### src/rtl/debounce_core.sv
// rtl/debounce_core.sv - debounced input bank with sticky edge events on an MMIO slot
//
// Purpose: synchronizes and debounces W raw inputs. A bit's debounced level
// follows its synchronized input only after that input has held its new value
// for P_eff consecutive cycles. Every level change latches a sticky rise or
// fall event that software clears with write-one-to-clear.
//
// Ports:
//   clk       system clock (single domain)
//   reset     synchronous, active-high reset
//   cs        slot chip select
//   read      slot read strobe (reads have no side effects)
//   write     slot write strobe; a write happens when cs && write
//   reg_addr  register word index: 0 LEVEL, 1 RISE, 2 FALL, 3 PERIOD
//   wr_data   write data
//   rd_data   read data, combinational on reg_addr
//   din       raw asynchronous inputs

module debounce_core #(
  parameter int          W              = 8,
  parameter logic [15:0] DEFAULT_PERIOD = 16'd50000
) (
  input  logic         clk,
  input  logic         reset,
  input  logic         cs,
  input  logic         read,
  input  logic         write,
  input  logic [4:0]   reg_addr,
  input  logic [31:0]  wr_data,
  output logic [31:0]  rd_data,
  input  logic [W-1:0] din
);

  localparam logic [4:0] ADDR_LEVEL  = 5'd0;
  localparam logic [4:0] ADDR_RISE   = 5'd1;
  localparam logic [4:0] ADDR_FALL   = 5'd2;
  localparam logic [4:0] ADDR_PERIOD = 5'd3;

  logic [W-1:0] s1_q, s2_q;
  logic [W-1:0] lvl_q, lvl_d;
  logic [W-1:0] rise_q, rise_d;
  logic [W-1:0] fall_q, fall_d;
  logic [15:0]  period_q, period_d;
  logic [15:0]  cnt_q [W];
  logic [15:0]  cnt_d [W];

  logic        wr_en;
  logic [15:0] p_eff_m1;

  // The read strobe carries no side effects, and only part of wr_data is
  // stored for narrow banks.
  logic unused_inputs;
  assign unused_inputs = ^{read, wr_data};

  assign wr_en = cs && write;

  // A period of 0 behaves as 1, so the threshold never underflows.
  assign p_eff_m1 = (period_q == 16'd0) ? 16'd0 : (period_q - 16'd1);

  always_comb begin
    lvl_d    = lvl_q;
    rise_d   = rise_q;
    fall_d   = fall_q;
    period_d = period_q;
    cnt_d    = cnt_q;

    // Clears are applied first so a new event on the same edge overrides them.
    if (wr_en && (reg_addr == ADDR_RISE)) begin
      rise_d = rise_q & ~wr_data[W-1:0];
    end
    if (wr_en && (reg_addr == ADDR_FALL)) begin
      fall_d = fall_q & ~wr_data[W-1:0];
    end

    for (int i = 0; i < W; i++) begin
      if (s2_q[i] == lvl_q[i]) begin
        cnt_d[i] = 16'd0;
      end else if (cnt_q[i] >= p_eff_m1) begin
        lvl_d[i] = s2_q[i];
        cnt_d[i] = 16'd0;
        if (s2_q[i]) begin
          rise_d[i] = 1'b1;
        end else begin
          fall_d[i] = 1'b1;
        end
      end else begin
        cnt_d[i] = cnt_q[i] + 16'd1;
      end
    end

    // A new period restarts every pending stability count from zero.
    if (wr_en && (reg_addr == ADDR_PERIOD)) begin
      period_d = wr_data[15:0];
      for (int i = 0; i < W; i++) begin
        cnt_d[i] = 16'd0;
      end
    end
  end

  always_ff @(posedge clk) begin
    if (reset) begin
      s1_q     <= '0;
      s2_q     <= '0;
      lvl_q    <= '0;
      rise_q   <= '0;
      fall_q   <= '0;
      period_q <= DEFAULT_PERIOD;
      for (int i = 0; i < W; i++) begin
        cnt_q[i] <= 16'd0;
      end
    end else begin
      s1_q     <= din;
      s2_q     <= s1_q;
      lvl_q    <= lvl_d;
      rise_q   <= rise_d;
      fall_q   <= fall_d;
      period_q <= period_d;
      for (int i = 0; i < W; i++) begin
        cnt_q[i] <= cnt_d[i];
      end
    end
  end

  always_comb begin
    rd_data = 32'd0;
    case (reg_addr)
      ADDR_LEVEL:  rd_data[W-1:0] = lvl_q;
      ADDR_RISE:   rd_data[W-1:0] = rise_q;
      ADDR_FALL:   rd_data[W-1:0] = fall_q;
      ADDR_PERIOD: rd_data[15:0]  = period_q;
      default:     rd_data = 32'd0;
    endcase
  end

endmodule

### config.mk
export PLATFORM = sky130hd
export DESIGN_NAME = debounce_core
export DESIGN_NICKNAME = d
export VERILOG_FILES = /design/src/rtl/debounce_core.sv
export SDC_FILE = /design/constraint.sdc
export NUM_CORES = 1
export LEC_CHECK = 0
export CORE_UTILIZATION = 45
export DETAILED_ROUTE_END_ITERATION = 10
export PLACE_DENSITY = 0.65
export SETUP_SLACK_MARGIN = 0.4
export SLEW_MARGIN = 20
export SYNTH_ARGS = -nofsm -noshare
export SYNTH_HDL_FRONTEND = slang
export SYNTH_SLANG_ARGS = --single-unit
### constraint.sdc
create_clock -name clk -period 4.2 [get_ports clk]
set_clock_uncertainty 0.2 [all_clocks]
set_input_delay 0.63 -clock clk [delete_from_list [all_inputs] [get_ports clk]]
set_output_delay 0.63 -clock clk [all_outputs]
set_load 0.01 [all_outputs]
==> results.yml <==
sta:
  timing.setup.tns_ns: 0
  rsz0062_at_grt: "yes"
  slew_headroom: 0.5167
  finalHoldViolCount: 0
  slew_viol_final: 0
  fin_crit_ns: 3.715
  setup_violations: 0
  fmax_ghz: 0.2692
  worst_pin_slew_ns: 0.7229
  period_share: 0.8845
  fin_ws_ns: 0.4852
route:
  vias_per_cell: 5.300
  avgRoutedWirePerCell_microns: 15.25
  drtPass1Iterations: 6
  final_antenna_net_count: 0
  drt_wl_total_microns: 25130
  drt-initial-drc-count: 422
  vias: 8734
  drcViolationCount: 0
flow_run:
  maxCapViolCount: 0
logic_synthesis:
  synth_edf_count: 0
  synth_cell_types: 54
  synthArstFlopShare: 0
  synthesis.area_sq_um: 10690
  seq_area_frac_synth: 0.3445
  synth_top_flop_cell: "dfxtp_1"
  ys_seq_elements: 184
  ys_warn_count: 0
  synth.avg_cell_area_sq_um: 8.594
  synth_cells: 1244
placed_design:
  gp_congestion: 0.8305
  hpwlAfterDp_microns: 17780
  port_buffers: 48
  place_ws_ns: 0.1633
critical_path:
  cp-start-kind: "flop"
  critPathCaptureType: "flop"
  worstPathCellList: "nor4_4 > nand4b_1 > nor4_1 > mux2i_2 > buf_4 > buf_4 > ha_1 > a21o_1 > a21o_1 > a22oi_1 > nand3_1 > a32o_1"
  worst_ep_arrival_time_ns: 3.85
  crit_fanout: 7
  worstSetupPathType: "reg2reg"
  cp_slowest_cell: "dfxtp_1"
  max_stage_delay_ns: 0.40
  required_ns: 4.34
grt:
  grt_overflow: 0
  grt_max_degree: 40
  grt_pass1_wl_microns: 39990
  grtUsageTotal: 0.2129
  antenna_found_initial: 0
  grt_pass1_vias: 7876
cts:
  worst_skew_pair.late_latency_ns: 0.45
  hold_buffers: 0
  cts.sinks: 184
  cts.clk_slew.worst_paths_ns: 0.08
  clockBufferDepth: 2
  cts_root_buf: "clkbuf_16"
  cts_buffers: 17
  h-tree-depth: 4
  cts_tree: "done"
worst_hold_path:
  hp-class: "reg2reg"
power:
  p_seq_frac: 0.506
  p_leak_nw: 4.904
  p_per_area_nw_per_um2: 284.7
  p_switching_uw: 838.5
  p_clk_frac: 0.457
  p_sw_frac: 0.2409
  p_int_mw: 2.642
  ir_drop_mv: 0.2284
  p_comb_frac: 0.036
floorplanning:
  start_util: 0.4569
  die_w_microns: 156.1
  coreArea_sq_um: 23400
  die_h_microns: 156.1
  io_pins: 82
  die-area_sq_um: 24380
  rows: 56
outcome:
  outcome: "finished, final reports clean"
layout:
  nets: 1504
  n_antenna_cell: 0
  drive_gt1_frac: 0.07073
  areaGrowthSynthToFinish_pct: 14.36
  fillers: 2236
[layout by cell type, fill, tap and decap left out, types with 5 or more instances in the layout]
master / n
mux2i_1: 8
xnor2_1: 47
nand2_2: 6
conb_1: 16
or3_1: 5
and4_1: 8
o21ai_0: 27
nand2_1: 163
and2_1: 8
nor4_1: 9
nor3_1: 21
and3_1: 17
dfxtp_1: 184
nor3_2: 5
nand4_1: 28
clkdlybuf4s50_1: 48
nand3_1: 59
nor2b_1: 20
buf_4: 29
a22oi_1: 18
clkinvlp_4: 5
ha_1: 138
xor2_1: 82
a32o_1: 16
inv_1: 26
a21oi_1: 60
nor2_1: 193
clkbuf_16: 17
[cell families after synthesis]
family	share of synthesized area
AOI/OAI and AO/OA	0.09198
buffers and inverters	0.03370
DFF	0.3445
xor gates and xnor gates	0.1057
other	0.0003507
muxes	0.008426
adders and majority gates	0.1615
and+or+nand+nor	0.2538
[power by group through the flow]
stage	clock, mW	combinational (mW)	sequential, mW
3_3_place_gp	0	0.124	1.80
3_5_place_dp	0	0.126	1.80
2_1_floorplan	0	0.0782	1.80
4_1_cts	1.63	0.127	1.76
5_1_grt	1.69	0.140	1.76
6_report	1.59	0.127	1.76
[through the flow]
| step | power (mW) | cells | util | hold WS [ns] | area, sq um |
|---|---|---|---|---|---|
| 2_1_floorplan | 1.878 | 1259 | - | 0.2138 | 10750 |
| 3_3_place_gp | 1.926 | 1614 | 0.4943 | 0.2160 | 11570 |
| 3_5_place_dp | 1.928 | 1614 | 0.4943 | 0.2264 | 11570 |
| 4_1_cts | 3.516 | 1646 | 0.5191 | 0.2451 | 12150 |
| 5_1_grt | 3.591 | 1648 | 0.5225 | 0.2651 | 12230 |
| 6_report | 3.481 | 1648 | 0.5225 | 0.2393 | 12230 |
[synth_stat cells (3+ instances only)]
master	count	area [sq um]
buf_6	3	33.78
and3_1	17	106.4
o21ai_0	27	135.1
nand4_1	28	175.2
inv_1	26	97.59
xnor2_1	47	411.6
or3_1	5	31.28
o311ai_0	3	26.28
a21oi_1	61	305.3
dfxtp_1	184	3684
and2_1	9	56.30
a22oi_1	18	135.1
nand2_1	169	634.4
nor3_2	3	30.03
and4_1	8	70.07
a21o_1	4	30.03
nor3_1	23	115.1
a32oi_1	3	26.28
o211ai_1	4	30.03
buf_4	24	180.2
ha_1	138	1727
xor2_1	82	718.2
a32o_1	16	160.2
mux2i_1	9	90.09
nand4_4	3	63.81
nand3_1	60	300.3
nor2_1	193	724.4
clkbuf_1	9	33.78
nor4_1	11	68.82
nor2b_1	20	125.1
nor3b_1	3	22.52
[layer usage]
metal / GRT usage / part of all wire / vias to the layer above / wire [microns]
met5: 0 / 0 / - / 0
met4: 0.06769 / 0.018 / 0 / 446
met3: 0.03917 / 0.035 / 30 / 891
met2: 0.3476 / 0.46 / 166 / 11490
met1: 0.2830 / 0.49 / 4078 / 12300
li1: - / - / 4460 / -
[worst paths after layout]
kind	slack, ns	startpoint	end	cells after the start
setup / recovery	0.49	period_q[5]	fall_q[6]	12
hold / removal	0.24	s1_q[0]	s2_q[0]	1
hold reg to reg	0.24	s1_q[0]	s2_q[0]	1
setup reg to reg	0.49	period_q[5]	fall_q[6]	12
[worst max-delay path, delay by kind of cell (launching register included)]
family	cells	cell delay [ns]
AO/OA/AOI/OAI	4	0.89
adder cells (fa/ha/maj)	1	0.27
buffers and inverters	2	0.36
flip-flops	1	0.40
multiplexers	1	0.25
AND/OR/NAND/NOR	4	1.24
[cell type report]
cell class,instances,area [sq um],area share
Multi-Input combinational cell,1010,6778,0.5543
Sequential cell,184,3684,0.3013
Timing Repair Buffer,77,698.2,0.05710
Clock buffer,18,429.2,0.03510
Tap cell,319,399.1,0.03264
Clock inverter,14,141.4,0.01156
Inverter,26,97.59,0.007982
[sequential cells by signal, indices dropped and copies added, names as in the netlist]
register	count
period_q	16
lvl_q	8
s2_q	8
rise_q	8
s1_q	8
cnt_q	128
fall_q	8
[repair_timing]
item	in CTS	in global routing
buffers inserted	0	2
pin swaps	0	3
endpoints found under the setup margin	95	152
gates resized for setup	3	15
No activity file was read; power rests on OpenSTA's default activity.
==> patch, RTL diff (config.mk and constraints unchanged) <==
Take the reset off `s1_q` and `s2_q` and load them in a clocked block of their own.
--- a/src/rtl/debounce_core.sv
+++ b/src/rtl/debounce_core.sv
@@ -99,8 +99,6 @@
 
   always_ff @(posedge clk) begin
     if (reset) begin
-      s1_q     <= '0;
-      s2_q     <= '0;
       lvl_q    <= '0;
       rise_q   <= '0;
       fall_q   <= '0;
@@ -109,8 +107,6 @@
         cnt_q[i] <= 16'd0;
       end
     end else begin
-      s1_q     <= din;
-      s2_q     <= s1_q;
       lvl_q    <= lvl_d;
       rise_q   <= rise_d;
       fall_q   <= fall_d;
@@ -119,6 +115,11 @@
         cnt_q[i] <= cnt_d[i];
       end
     end
+  end
+
+  always_ff @(posedge clk) begin
+    s1_q <= din;
+    s2_q <= s1_q;
   end
 
   always_comb begin
Behaviour: not the same (Yosys sat finds a counterexample within 4 cycles, from zero or initial values and one cycle with reset high).
==> patch against the unedited design <==
Wire length up 0.23%; die area down 0.83%; synthesized area down 0.84%; cell count down 1.5%; sequential cell count unchanged; power up 2.3%; global-route usage up 0.64 points; first-iteration DRC count down 10%; largest cell class unchanged; cell area down 0.52%; worst setup slack better by 0.042 ns; critical path depth down 1.
==> patch: results (changes against the unedited design) <==
Worst-path clk slew=0.07 ns; leak pwr=5.01 nW (+2.1%); ys flop type=dfxtp_1; Post-DP Area=11500 sq um (-0.96%); Peak VDD IR=0.000307 V (+34%); global-route wire length before repair=41400 um (+3.5%); class of the worst hold path=reg2reg; synth cell count leaders=193 x nor2_1, 184 x dfxtp_1, 165 x nand2_1, 138 x ha_1, 79 x xor2_1; drt first pass iters=7 (+1); YS warnings=0 (unchanged); outcome=complete, no violations; Synth cell types=56 (+3.7%); GP Congestion=0.835 (+0.49%); worst skew pair latency=0.44 ns; vias per cell=5.32 (+0.33%); Fillers=2172 (-2.9%); arrival time worst endpoint=3.85 ns (about the same); Total Routing Usage GR=0.219 (+0.00635); wire per inst=15.5 um (+1.7%); sequential fraction of the synthesis area=0.347 (+0.00293); critical path's slowest cell=or4_1; number of CTS-inserted buffers=17 (unchanged); DRT iter0 DRCs=380 (-10%); CTS root buf=clkbuf_16; # nets final=1486 (-1.2%); antenna violations before repair=0 (unchanged); largest net degree at the start of global routing=22 (-45%); pre-CTS setup slack=0.308 ns (+0.144 ns); top post-synthesis cells by area=dfxtp_1 35%, ha_1 16%, nor2_1 6.8%; Post-DP HPWL=17900 um (+0.94%); Async SR Flop Fraction=0 (unchanged); ANT cells=0 (unchanged); Max Fanout on Critical Path=7 (unchanged); vias in the first global route=8150 (+3.5%); Slew headroom=0.546 (+0.0291); layout cells sized above 1=0.0740 (+0.00326); worst stage delay on the critical path=0.59 ns (+0.19 ns)
patch: changes by cell type after synthesis, moves of 2 or more:
cell / unedited run / this run
buf_4: 24 / 21
buf_6: 3 / 6
nand2_1: 169 / 165
nand3_1: 60 / 63
nor2b_1: 20 / 4
or3_1: 5 / 3
xnor2_1: 47 / 51
xor2_1: 82 / 79
patch: logic make-up (layout without fill, tap and decap cells):
| family | count (synthesis) | count (layout) | share of synthesized area |
|---|---|---|---|
| and+or+nand+nor | 552 | 552 | 0.247 |
| DFF | 184 | 184 | 0.347 |
| AOI/OAI and AO/OA | 148 | 148 | 0.0918 |
| adders and majority gates | 138 | 138 | 0.163 |
| xor gates and xnor gates | 130 | 130 | 0.107 |
| buffers and inverters | 64 | 134 | 0.0346 |
| muxes | 9 | 9 | 0.00850 |
| other | 1 | 16 | 0.000354 |
patch: layer usage:
metal / vias to the layer above / part of all wire / global-route usage / routed length (um)
met3: 34 / 0.038 / 0.0432 / 949
met2: 166 / 0.44 / 0.343 / 11000
met4: 0 / 0.031 / 0.0859 / 788
li1: 4392 / - / - / -
met5: - / 0 / 0 / 0
met1: 4043 / 0.49 / 0.297 / 12400
patch: final timing paths:
check / start / to / slack [ns] / depth (start not counted)
worst max-delay path: period_q[10] / lvl_q[1] / 0.53 / 11
worst min-delay path: s1_q[1] / s2_q[1] / 0.13 / 0
worst max register to register: period_q[10] / lvl_q[1] / 0.53 / 11
worst min register to register: s1_q[1] / s2_q[1] / 0.13 / 0
patch: repair_timing:
action,CTS,global route
setup buffers,0,2
resized for setup,1,23
pin swaps,0,3
endpoints found under the setup margin,92,152
hold buffers,0,0
patch: worst max-delay path: cells and delay by family (launching register included):
| kind | cells | cell delay (ns) |
|---|---|---|
| compound gates | 2 | 0.28 |
| fa+ha+maj | 1 | 0.33 |
| buf+inv | 1 | 0.21 |
| flops | 1 | 0.38 |
| mux | 1 | 0.20 |
| simple gates | 6 | 2.03 |
patch: report_power, final:
part,internal (mW),switching [mW]
sequential,1.76,0.0163
combinational,0.0631,0.0877
clock,0.916,0.717
total,2.74,0.821
patch: layout make-up:
class / instances / area, sq um / area share
Clock inverter: 12 / 141 / 0.0116
Multi-Input combinational cell: 993 / 6700 / 0.551
Tap cell: 313 / 392 / 0.0322
Clock buffer: 20 / 457 / 0.0375
Inverter: 26 / 97.6 / 0.00802
Sequential cell: 184 / 3680 / 0.303
Timing Repair Buffer: 76 / 691 / 0.0568
patch: stage by stage:
step / power, mW / utilization / instances
after floorplan: 1.91 / - / 1241
after global placement: 1.96 / 0.501 / 1590
after detailed placement: 1.97 / 0.501 / 1590
after CTS: 3.59 / 0.528 / 1622
after global routing: 3.68 / 0.532 / 1624
final: 3.56 / 0.532 / 1624
